**config.mk**
```make
export PLATFORM = sky130hd
export DESIGN_NAME = operand_bank
export DESIGN_NICKNAME = d
export VERILOG_FILES = /design/src/rtl/operand_bank.sv
export SDC_FILE = /design/constraint.sdc
export NUM_CORES = 1
export LEC_CHECK = 0
export CAP_MARGIN = 5
export CORE_MARGIN = 5
export CORE_UTILIZATION = 55
export CTS_BUF_LIST = sky130_fd_sc_hd__clkbuf_4
export DETAILED_ROUTE_END_ITERATION = 8
export GPL_TIMING_DRIVEN = 1
export PLACE_DENSITY = 0.72
export SLEW_MARGIN = 5
export SYNTH_ARGS = -nofsm -noshare
export SYNTH_HDL_FRONTEND = slang
export SYNTH_SLANG_ARGS = --single-unit
```
**constraint.sdc**
```tcl
create_clock -name i_clock -period 5.8 [get_ports i_clock]
set_input_delay 1.74 -clock i_clock [delete_from_list [all_inputs] [get_ports i_clock]]
set_output_delay 1.74 -clock i_clock [all_outputs]
set_load 0.01 [all_outputs]
```
**src/rtl/operand_bank.sv**
```systemverilog
// Double-buffered (ping-pong) multi-channel operand store.
// The producer fills one bank through a valid/ready handshake while the
// multiplier core drains the other bank in frames. Bank roles swap
// automatically as frames are committed and released.
module operand_bank #(
    parameter int N        = 8,    // operand MSB index, channel word is N+1 bits
    parameter int CHANNELS = 3,    // channels stored side by side per entry
    parameter int DEPTH    = 16,   // entries per bank, at least 2
    parameter int ADDR_W   = 4     // 2**ADDR_W must cover DEPTH
) (
    input  logic                      i_clock,
    input  logic                      i_reset_n,
    input  logic                      i_clear,
    input  logic [CHANNELS*(N+1)-1:0] i_wr_data,
    input  logic                      i_wr_valid,
    input  logic                      i_wr_last,
    output logic                      o_wr_ready,
    output logic [CHANNELS*(N+1)-1:0] o_rd_data,
    output logic                      o_rd_valid,
    output logic                      o_rd_last,
    input  logic                      i_rd_ready,
    output logic                      o_wr_bank,
    output logic                      o_rd_bank
);

    localparam int W      = CHANNELS * (N + 1);
    localparam int LEN_W  = ADDR_W + 1;          // holds a frame length of 1..DEPTH
    localparam int MEM_AW = ADDR_W + 1;          // bank select folded into the address

    localparam logic [ADDR_W-1:0] LAST_PTR   = ADDR_W'(DEPTH - 1);
    localparam logic [MEM_AW-1:0] BANK1_BASE = MEM_AW'(DEPTH);

    typedef enum logic [1:0] {
        BANK_FREE     = 2'd0,
        BANK_FILLING  = 2'd1,
        BANK_READY    = 2'd2,
        BANK_DRAINING = 2'd3
    } bank_state_t;

    // ------------------------------------------------------------------
    // Registers
    // ------------------------------------------------------------------
    bank_state_t        r_state [2];
    logic [LEN_W-1:0]   r_len   [2];
    logic [ADDR_W-1:0]  r_wr_ptr;
    logic [ADDR_W-1:0]  r_rd_ptr;
    logic               r_wr_bank;
    logic               r_rd_bank;
    logic               r_wr_ready;
    logic [W-1:0]       r_rd_data;
    logic               r_rd_valid;
    logic               r_rd_last;

    // Both banks share one array; bank 1 sits at offset DEPTH.
    logic [W-1:0]       r_mem [2*DEPTH];

    // ------------------------------------------------------------------
    // Next-state values
    // ------------------------------------------------------------------
    bank_state_t        w_state_next [2];
    logic [LEN_W-1:0]   w_len_next   [2];
    logic [ADDR_W-1:0]  w_wr_ptr_next;
    logic [ADDR_W-1:0]  w_rd_ptr_next;
    logic               w_wr_bank_next;
    logic               w_rd_bank_next;
    logic               w_wr_ready_next;
    logic [W-1:0]       w_rd_data_next;
    logic               w_rd_valid_next;
    logic               w_rd_last_next;

    // ------------------------------------------------------------------
    // Per-bank status decode
    // ------------------------------------------------------------------
    logic [1:0] w_writable;       // bank may take writes (current state)
    logic [1:0] w_writable_next;  // bank may take writes (state after this edge)
    logic [1:0] w_is_ready;
    logic [1:0] w_is_draining;

    generate
        for (genvar gi = 0; gi < 2; gi++) begin : g_bank_status
            assign w_writable[gi]      = (r_state[gi] == BANK_FREE) || (r_state[gi] == BANK_FILLING);
            assign w_writable_next[gi] = (w_state_next[gi] == BANK_FREE) ||
                                         (w_state_next[gi] == BANK_FILLING);
            assign w_is_ready[gi]      = (r_state[gi] == BANK_READY);
            assign w_is_draining[gi]   = (r_state[gi] == BANK_DRAINING);
        end
    endgenerate

    // ------------------------------------------------------------------
    // Write side decode
    // ------------------------------------------------------------------
    logic               w_wr_fire;
    logic               w_wr_commit;
    logic [MEM_AW-1:0]  w_wr_addr;

    // Clear wins over any transfer offered in the same cycle.
    assign w_wr_fire   = i_wr_valid && r_wr_ready && !i_clear;
    // The entry at DEPTH-1 closes the frame whether or not Wr_Last is set.
    assign w_wr_commit = w_wr_fire && (i_wr_last || (r_wr_ptr == LAST_PTR));
    assign w_wr_addr   = {1'b0, r_wr_ptr} + (r_wr_bank ? BANK1_BASE : '0);

    // ------------------------------------------------------------------
    // Read side decode
    // ------------------------------------------------------------------
    logic               w_rd_take;     // consumer accepts the output word
    logic               w_rd_release;  // accepted word closes the frame
    logic               w_src_bank;    // bank the next word would come from
    logic [ADDR_W-1:0]  w_src_ptr;
    logic               w_src_avail;
    logic               w_rd_load;
    logic [MEM_AW-1:0]  w_src_addr;
    logic [W-1:0]       w_src_word;
    logic               w_src_last;

    assign w_rd_take    = r_rd_valid && i_rd_ready;
    assign w_rd_release = w_rd_take && r_rd_last;

    // On a release the next word comes from the start of the other bank,
    // which keeps back-to-back frames free of bubbles.
    assign w_src_bank   = w_rd_release ? !r_rd_bank : r_rd_bank;
    assign w_src_ptr    = w_rd_release ? '0 : r_rd_ptr;

    // A draining bank still has words left exactly when the output
    // register does not already hold its final word.
    assign w_src_avail  = w_rd_release ? w_is_ready[!r_rd_bank]
                                       : (w_is_ready[r_rd_bank] ||
                                          (w_is_draining[r_rd_bank] && !(r_rd_valid && r_rd_last)));

    assign w_rd_load    = (!r_rd_valid || i_rd_ready) && w_src_avail && !i_clear;
    assign w_src_addr   = {1'b0, w_src_ptr} + (w_src_bank ? BANK1_BASE : '0);
    assign w_src_word   = r_mem[w_src_addr];
    assign w_src_last   = (({1'b0, w_src_ptr} + LEN_W'(1)) == r_len[w_src_bank]);

    // Wrap-around increment so pointers stay modulo DEPTH, not 2**ADDR_W.
    function automatic logic [ADDR_W-1:0] ptr_inc(input logic [ADDR_W-1:0] p);
        return (p == LAST_PTR) ? '0 : p + ADDR_W'(1);
    endfunction

    // Next-state logic for bank lifecycles, pointers and the output register
    always_comb begin
        for (int b = 0; b < 2; b++) begin
            w_state_next[b] = r_state[b];
            w_len_next[b]   = r_len[b];
        end
        w_wr_ptr_next   = r_wr_ptr;
        w_rd_ptr_next   = r_rd_ptr;
        w_wr_bank_next  = r_wr_bank;
        w_rd_bank_next  = r_rd_bank;
        w_wr_ready_next = 1'b0;
        w_rd_data_next  = r_rd_data;
        w_rd_valid_next = r_rd_valid;
        w_rd_last_next  = r_rd_last;

        if (i_clear) begin
            // Discard both banks; storage contents are left untouched.
            for (int b = 0; b < 2; b++) begin
                w_state_next[b] = BANK_FREE;
                w_len_next[b]   = '0;
            end
            w_wr_ptr_next   = '0;
            w_rd_ptr_next   = '0;
            w_wr_bank_next  = 1'b0;
            w_rd_bank_next  = 1'b0;
            w_rd_data_next  = '0;
            w_rd_valid_next = 1'b0;
            w_rd_last_next  = 1'b0;
        end else begin
            // Producer side: the write bank is always FREE or FILLING here.
            if (w_wr_fire) begin
                if (w_wr_commit) begin
                    w_state_next[r_wr_bank] = BANK_READY;
                    w_len_next[r_wr_bank]   = {1'b0, r_wr_ptr} + LEN_W'(1);
                    w_wr_ptr_next           = '0;
                    w_wr_bank_next          = !r_wr_bank;
                end else begin
                    w_state_next[r_wr_bank] = BANK_FILLING;
                    w_wr_ptr_next           = ptr_inc(r_wr_ptr);
                end
            end

            // Consumer side: release the drained bank, then refill the output.
            if (w_rd_release) begin
                w_state_next[r_rd_bank] = BANK_FREE;
                w_rd_bank_next          = !r_rd_bank;
                w_rd_ptr_next           = '0;
            end

            if (w_rd_load) begin
                w_state_next[w_src_bank] = BANK_DRAINING;
                w_rd_data_next           = w_src_word;
                w_rd_valid_next          = 1'b1;
                w_rd_last_next           = w_src_last;
                w_rd_ptr_next            = ptr_inc(w_src_ptr);
            end else if (w_rd_take) begin
                w_rd_valid_next = 1'b0;
                w_rd_last_next  = 1'b0;
            end

            // Ready only when the target bank is writable both now and after
            // this edge, so a just-released bank opens one edge later.
            w_wr_ready_next = w_writable_next[w_wr_bank_next] && w_writable[w_wr_bank_next];
        end
    end

    // Control and output registers, cleared asynchronously by reset
    always_ff @(posedge i_clock or negedge i_reset_n) begin
        if (!i_reset_n) begin
            for (int b = 0; b < 2; b++) begin
                r_state[b] <= BANK_FREE;
                r_len[b]   <= '0;
            end
            r_wr_ptr   <= '0;
            r_rd_ptr   <= '0;
            r_wr_bank  <= 1'b0;
            r_rd_bank  <= 1'b0;
            r_wr_ready <= 1'b0;
            r_rd_data  <= '0;
            r_rd_valid <= 1'b0;
            r_rd_last  <= 1'b0;
        end else begin
            for (int b = 0; b < 2; b++) begin
                r_state[b] <= w_state_next[b];
                r_len[b]   <= w_len_next[b];
            end
            r_wr_ptr   <= w_wr_ptr_next;
            r_rd_ptr   <= w_rd_ptr_next;
            r_wr_bank  <= w_wr_bank_next;
            r_rd_bank  <= w_rd_bank_next;
            r_wr_ready <= w_wr_ready_next;
            r_rd_data  <= w_rd_data_next;
            r_rd_valid <= w_rd_valid_next;
            r_rd_last  <= w_rd_last_next;
        end
    end

    // Operand storage, written on accepted transfers and never reset
    always_ff @(posedge i_clock) begin
        if (w_wr_fire) begin
            r_mem[w_wr_addr] <= i_wr_data;
        end
    end

    assign o_wr_ready = r_wr_ready;
    assign o_rd_data  = r_rd_data;
    assign o_rd_valid = r_rd_valid;
    assign o_rd_last  = r_rd_last;
    assign o_wr_bank  = r_wr_bank;
    assign o_rd_bank  = r_rd_bank;

endmodule

```
Yosys cells after proc, flatten, opt, wreduce, memory -nomap -nowiden
Memories as Yosys holds them, arrays and structs flattened.
Cells that the tools add are included.
{"block": "op_classes", "n_lt_le_gt_ge": 9, "eq_ne": 11, "mux": 59, "n_addsub": 6, "n_bitwise": 12, "reduce_logical": 34}
{"op": "two-way mux 4 bit", "n": 15}
{"op": "two-way mux 27 bit", "n": 2}
{"op": "two-way mux 10 bit", "n": 3}
{"op": "two-way mux 5 bit", "n": 6}
{"op": "two-way mux 1 bit", "n": 25}
{"op": "logical AND 1 bit", "n": 13}
{"op": "adder 4 x 1 -> 5 bit (second input constant)", "n": 2}
{"op": "adder 4 x 5 -> 5 bit", "n": 2}
{"op": "bitwise mux 10 bit", "n": 1}
{"op": "adder 4 x 1 -> 4 bit (second input constant)", "n": 2}
{"op": "== test 2 x 1 -> 1 bit (second input constant)", "n": 4}
{"op": "== test 2 bit (second input constant)", "n": 4}
{"op": "== test 4 bit (second input constant)", "n": 2}
{"op": "logical NOT 2 bit", "n": 4}
{"op": "logical OR 1 bit", "n": 7}
{"op": "demux 2 bit (select 1 bit)", "n": 3}
{"op": ">= comparator 2 bit (second input constant)", "n": 3}
{"op": "less-than comparator 1 x 2 -> 1 bit (second input constant)", "n": 3}
{"op": "less-than comparator 2 x 1 -> 1 bit (second input constant)", "n": 3}
{"op": "two-way mux 2 bit", "n": 3}
{"op": "inverter 1 -> 2 bit", "n": 3}
{"op": "nonzero test 2 bit", "n": 3}
{"op": "demux 5 bit (select 1 bit)", "n": 1}
{"op": "== test 5 bit", "n": 1}
{"op": "other kinds (9)", "n": 16}
{"block": "word_totals", "n_memories": 1, "out_inout_bits": 32, "regBits": 54, "ram_bits": 864, "in_bits": 33}
{"name": "r_mem", "depth": 32, "word_bits": 27, "rd": 1, "rd_ports_with_merged_regs": 0, "wr": 1, "line_no": "55", "rtl": "logic [W-1:0] r_mem [2*DEPTH];"}

Longest topological paths before layout
{"block": "logic_depth", "word_depth": 22, "depth_mapped": 11, "mapped_depth_nobuf": 9}

Least setup slack after synthesis
Ideal clock, no wire load.
{"block": "synth_timing", "kind": "input to register", "from": "in i_clear", "to": "mem r_mem[31][0] in the netlist's numbering, enable pin", "cell_stages": 4, "setup_time_ns": 0.412, "slack_ns": 1.671, "t_arrival_ns": 3.716, "path_cell_list": "clkbuf_1 -> nor2_1 -> nand2_1 -> nor2_1"}
{"block": "synth_between", "elab_chain_len": 4}
{"item": "from (decl)", "line_no": "13", "rtl": "input logic i_clear,"}
{"item": "logical NOT 1 bit", "line_no": "97", "rtl": "assign w_wr_fire = i_wr_valid && r_wr_ready && !i_clear;"}
{"item": "logical AND 1 bit", "line_no": "97"}
{"item": "two-way mux 1 bit", "line_no": "238", "rtl": "if (w_wr_fire) begin"}
{"item": "two-way mux 1 bit (implied by the code)", "line_no": "239", "rtl": "r_mem[w_wr_addr] <= i_wr_data;"}
{"item": "to (decl)", "line_no": "55"}
No other way between the ends.

Final worst setup path
{"block": "layout_timing", "from": "reg r_rd_bank (netlist: o_rd_bank)", "to": "out o_rd_bank"}
{"item": "from (decl)", "line_no": "48", "rtl": "logic r_rd_bank;"}
{"item": "from (signal assigned)", "line_no": "228", "rtl": "r_rd_bank <= w_rd_bank_next;"}
{"item": "to (decl)", "line_no": "23", "rtl": "output logic o_rd_bank"}
No word-level cell between the ends.

==> metrics.cfg <==
[status]
status=finished, final reports clean

[timing]
final_max_slew_viol_count=0
fin_skew_ns=0.0709
hold_viol_final=0
min_period_ns=4.28
setup_viol=0
fin_ws_ns=1.52
fin_setup_tns_ns=0
finalCritPeriodShare=0.737
rsz0062_at_grt=false
relSlewSlack=0.122
fmax_ghz=0.234
worst_pin_slew_ns=1.31

[logic_synthesis]
async_reset_ff_frac=0.0588
synth_cells=2709
synth_cell_type_count=56
synth_top_area_frac=0.685
synth.cell_area_mm2=0.0379
ys_warn_count=0
synthTopCellsByArea=edfxtp_1 68%, mux2i_1 3.9%, dfrtp_1 3.6%
synth-edff-count=864
synth_nets=2747
yosys.area.top_type=edfxtp_1
ys.flop_type=edfxtp_1
seq_area_frac_synth=0.720
avgSynthCellArea_um2=14.0
synth_seq_cells=918

[detailed_routing]
ant_nets=0
firstDrtPassIters=6
wl_per_cell_um=26.3
drc=0
routed_via_density=6.38
wirelength_um=104000
drtIter0Drc=3142
vias=25300

[setup_path]
crit_slowest_cell=dfrtp_1
crit_required_ns=4.06
r2r_start=r_rd_ptr[0]
worstPathArrival_ns=2.54
cp-start-kind=flip-flop
worst-setup-path-type=flip-flop to primary output
r2r_end=o_rd_data[17]
path_buf_inv=1
r2r_cells=7
crit_path_end_kind=primary output
cp_max_fo=16
regToRegSetupSlack_ns=2.62
crit_path_max_incr_delay_ns=0.81
cp_top_family=flip-flops
cp_cell_sequence=clkdlybuf4s50_1

[finish]
multiInputGateArea_mm2=0.00960
final_cell_count_no_fill=3959
layout_common_cells=864 x edfxtp_1, 352 x clkbuf_4, 245 x a21oi_1
fill_cells=4937
drive_gt1_frac=0.186
layout_commonest_cell=edfxtp_1
fin_nets=2921
areaGrowthSynthToFinish_pct=13.4
seq_area_mm2=0.0273

[power_and_ir_drop]
netSwitchingPower_mw=3.98
clockPowerShare=0.367
peakVddDrop_mv=0.220
switching_share=0.266
combPwrFrac=0.135
p_int_mw=11.0
seqPwrFrac=0.498
power.density_mw_per_mm2=349
p_leak_nw=14.0

[placement]
gp_congestion=0.859
place_ws_ns=0.892
dp_hpwl_um=58300
dp_cells=3543
io_buffers=64

[floorplan]
core_mm2=0.0685
io-pin-count=65
die-area_mm2=0.0742
row_count=96
die_h_um=272
die_x_um=272
start_util=0.553

[clocking]
cts_htree_levels=4
cts_setup_buffers=0
cts_resized=0
cts.clk_slew.worst_paths_ns=0.07
clock_sinks=918
clock_path_buffers=3
hold_buffers=0
clock_latency_ns=1.09
cts_tree=yes
cts_root_buffer=clkbuf_4
tritoncts.num_buffers=220

[hold_path]
min-delay-start=r_len[4]
worstHoldEndpoint=r_len[4]
worstHoldPathType=flip-flop to flip-flop
min_path_cells=1

[grt]
grt_usage=0.278
grt_pass1_wl_um=154000
grt_max_degree=166
antenna_found_initial=4
grt_pass1_vias=24900
grt.overflow.total=0

[run]
drv_cap=0

-- logic make-up after synthesis --
logic type	Yosys count	synth area share
fa+ha+maj	5	0.00165
xor+xnor	11	0.00304
mux	205	0.0647
buf+inv	310	0.0334
simple gates	557	0.0647
flops	918	0.720
compound gates	703	0.112
-- worst max path at each step --
| stage | end | slack [ns] | cells after the start | start |
|---|---|---|---|---|
| detailed placement | r_mem[26][16] | 0.89 | 6 | i_wr_valid |
| global route | o_rd_bank | 1.34 | 1 | o_rd_bank |
| global placement | r_mem[13][6] | 0.94 | 6 | i_wr_valid |
| floorplan | r_mem[31][0] | 1.67 | 4 | i_clear |
| finish | o_rd_bank | 1.52 | 1 | o_rd_bank |
| CTS | o_rd_bank | 1.40 | 1 | o_rd_bank |
-- synth_stat cells (all sizes together), types with 6 or more instances --
| cell | count |
|---|---|
| nand4 | 24 |
| edfxtp | 864 |
| buf | 87 |
| a21oi | 245 |
| nand2 | 154 |
| a31oi | 105 |
| nor2 | 234 |
| dfrtp | 54 |
| o211ai | 53 |
| a221oi | 25 |
| clkbuf | 107 |
| nor2b | 29 |
| mux2 | 29 |
| o2111ai | 28 |
| nand3 | 86 |
| inv | 116 |
| o21ai | 116 |
| mux4 | 29 |
| a211oi | 6 |
| nor3 | 7 |
| mux2i | 147 |
| o22ai | 78 |
| a22oi | 25 |
| xor2 | 6 |
-- stage by stage --
step                 util  power [mW]  hold slack, ns  cell area, um^2
floorplan               -        8.88           0.477            37900
global placement    0.583        9.53           0.498            39900
detailed placement  0.583        9.58           0.513            39900
CTS                 0.628        15.0           0.529            43000
global route        0.627        15.6           0.563            43000
finish              0.627        15.0           0.521            43000
-- sequential cells by signal, summed over array words and instances (netlist names) --
| register | count |
|---|---|
| r_rd_ptr | 4 |
| r_state | 4 |
| o_rd_bank | 1 |
| o_rd_last | 1 |
| o_rd_valid | 1 |
| o_wr_ready | 1 |
| r_len | 10 |
| r_wr_ptr | 4 |
| r_mem | 864 |
| o_wr_bank | 1 |
| o_rd_data | 27 |
-- layer usage --
metal	global-route usage	up-vias	share of wire	wire length (um)
met1	0.381	12400	0.38	39900
li1	-	10900	-	-
met5	0	-	0	0
met2	0.433	1681	0.46	48300
met4	0.109	0	0.033	3410
met3	0.0736	245	0.12	12300
-- power by group through the flow --
stage | Combinational, mW | Clock [mW] | Sequential [mW]
4_1_cts | 2.00 | 5.60 | 7.45
5_1_grt | 2.18 | 5.97 | 7.45
6_report | 2.02 | 5.50 | 7.45
3_3_place_gp | 1.94 | 0 | 7.59
3_5_place_dp | 1.99 | 0 | 7.59
2_1_floorplan | 1.37 | 0 | 7.51
-- cell type report --
type	instances	share of cell area
Timing Repair Buffer	146	0.0344
Multi-Input combinational cell	1481	0.224
Clock inverter	55	0.00862
Sequential cell	918	0.636
Inverter	116	0.0101
Clock buffer	352	0.0615
Antenna cell	9	0.000524
Tap cell	882	0.0257
Note: power is estimated with default switching activity, not from simulation.
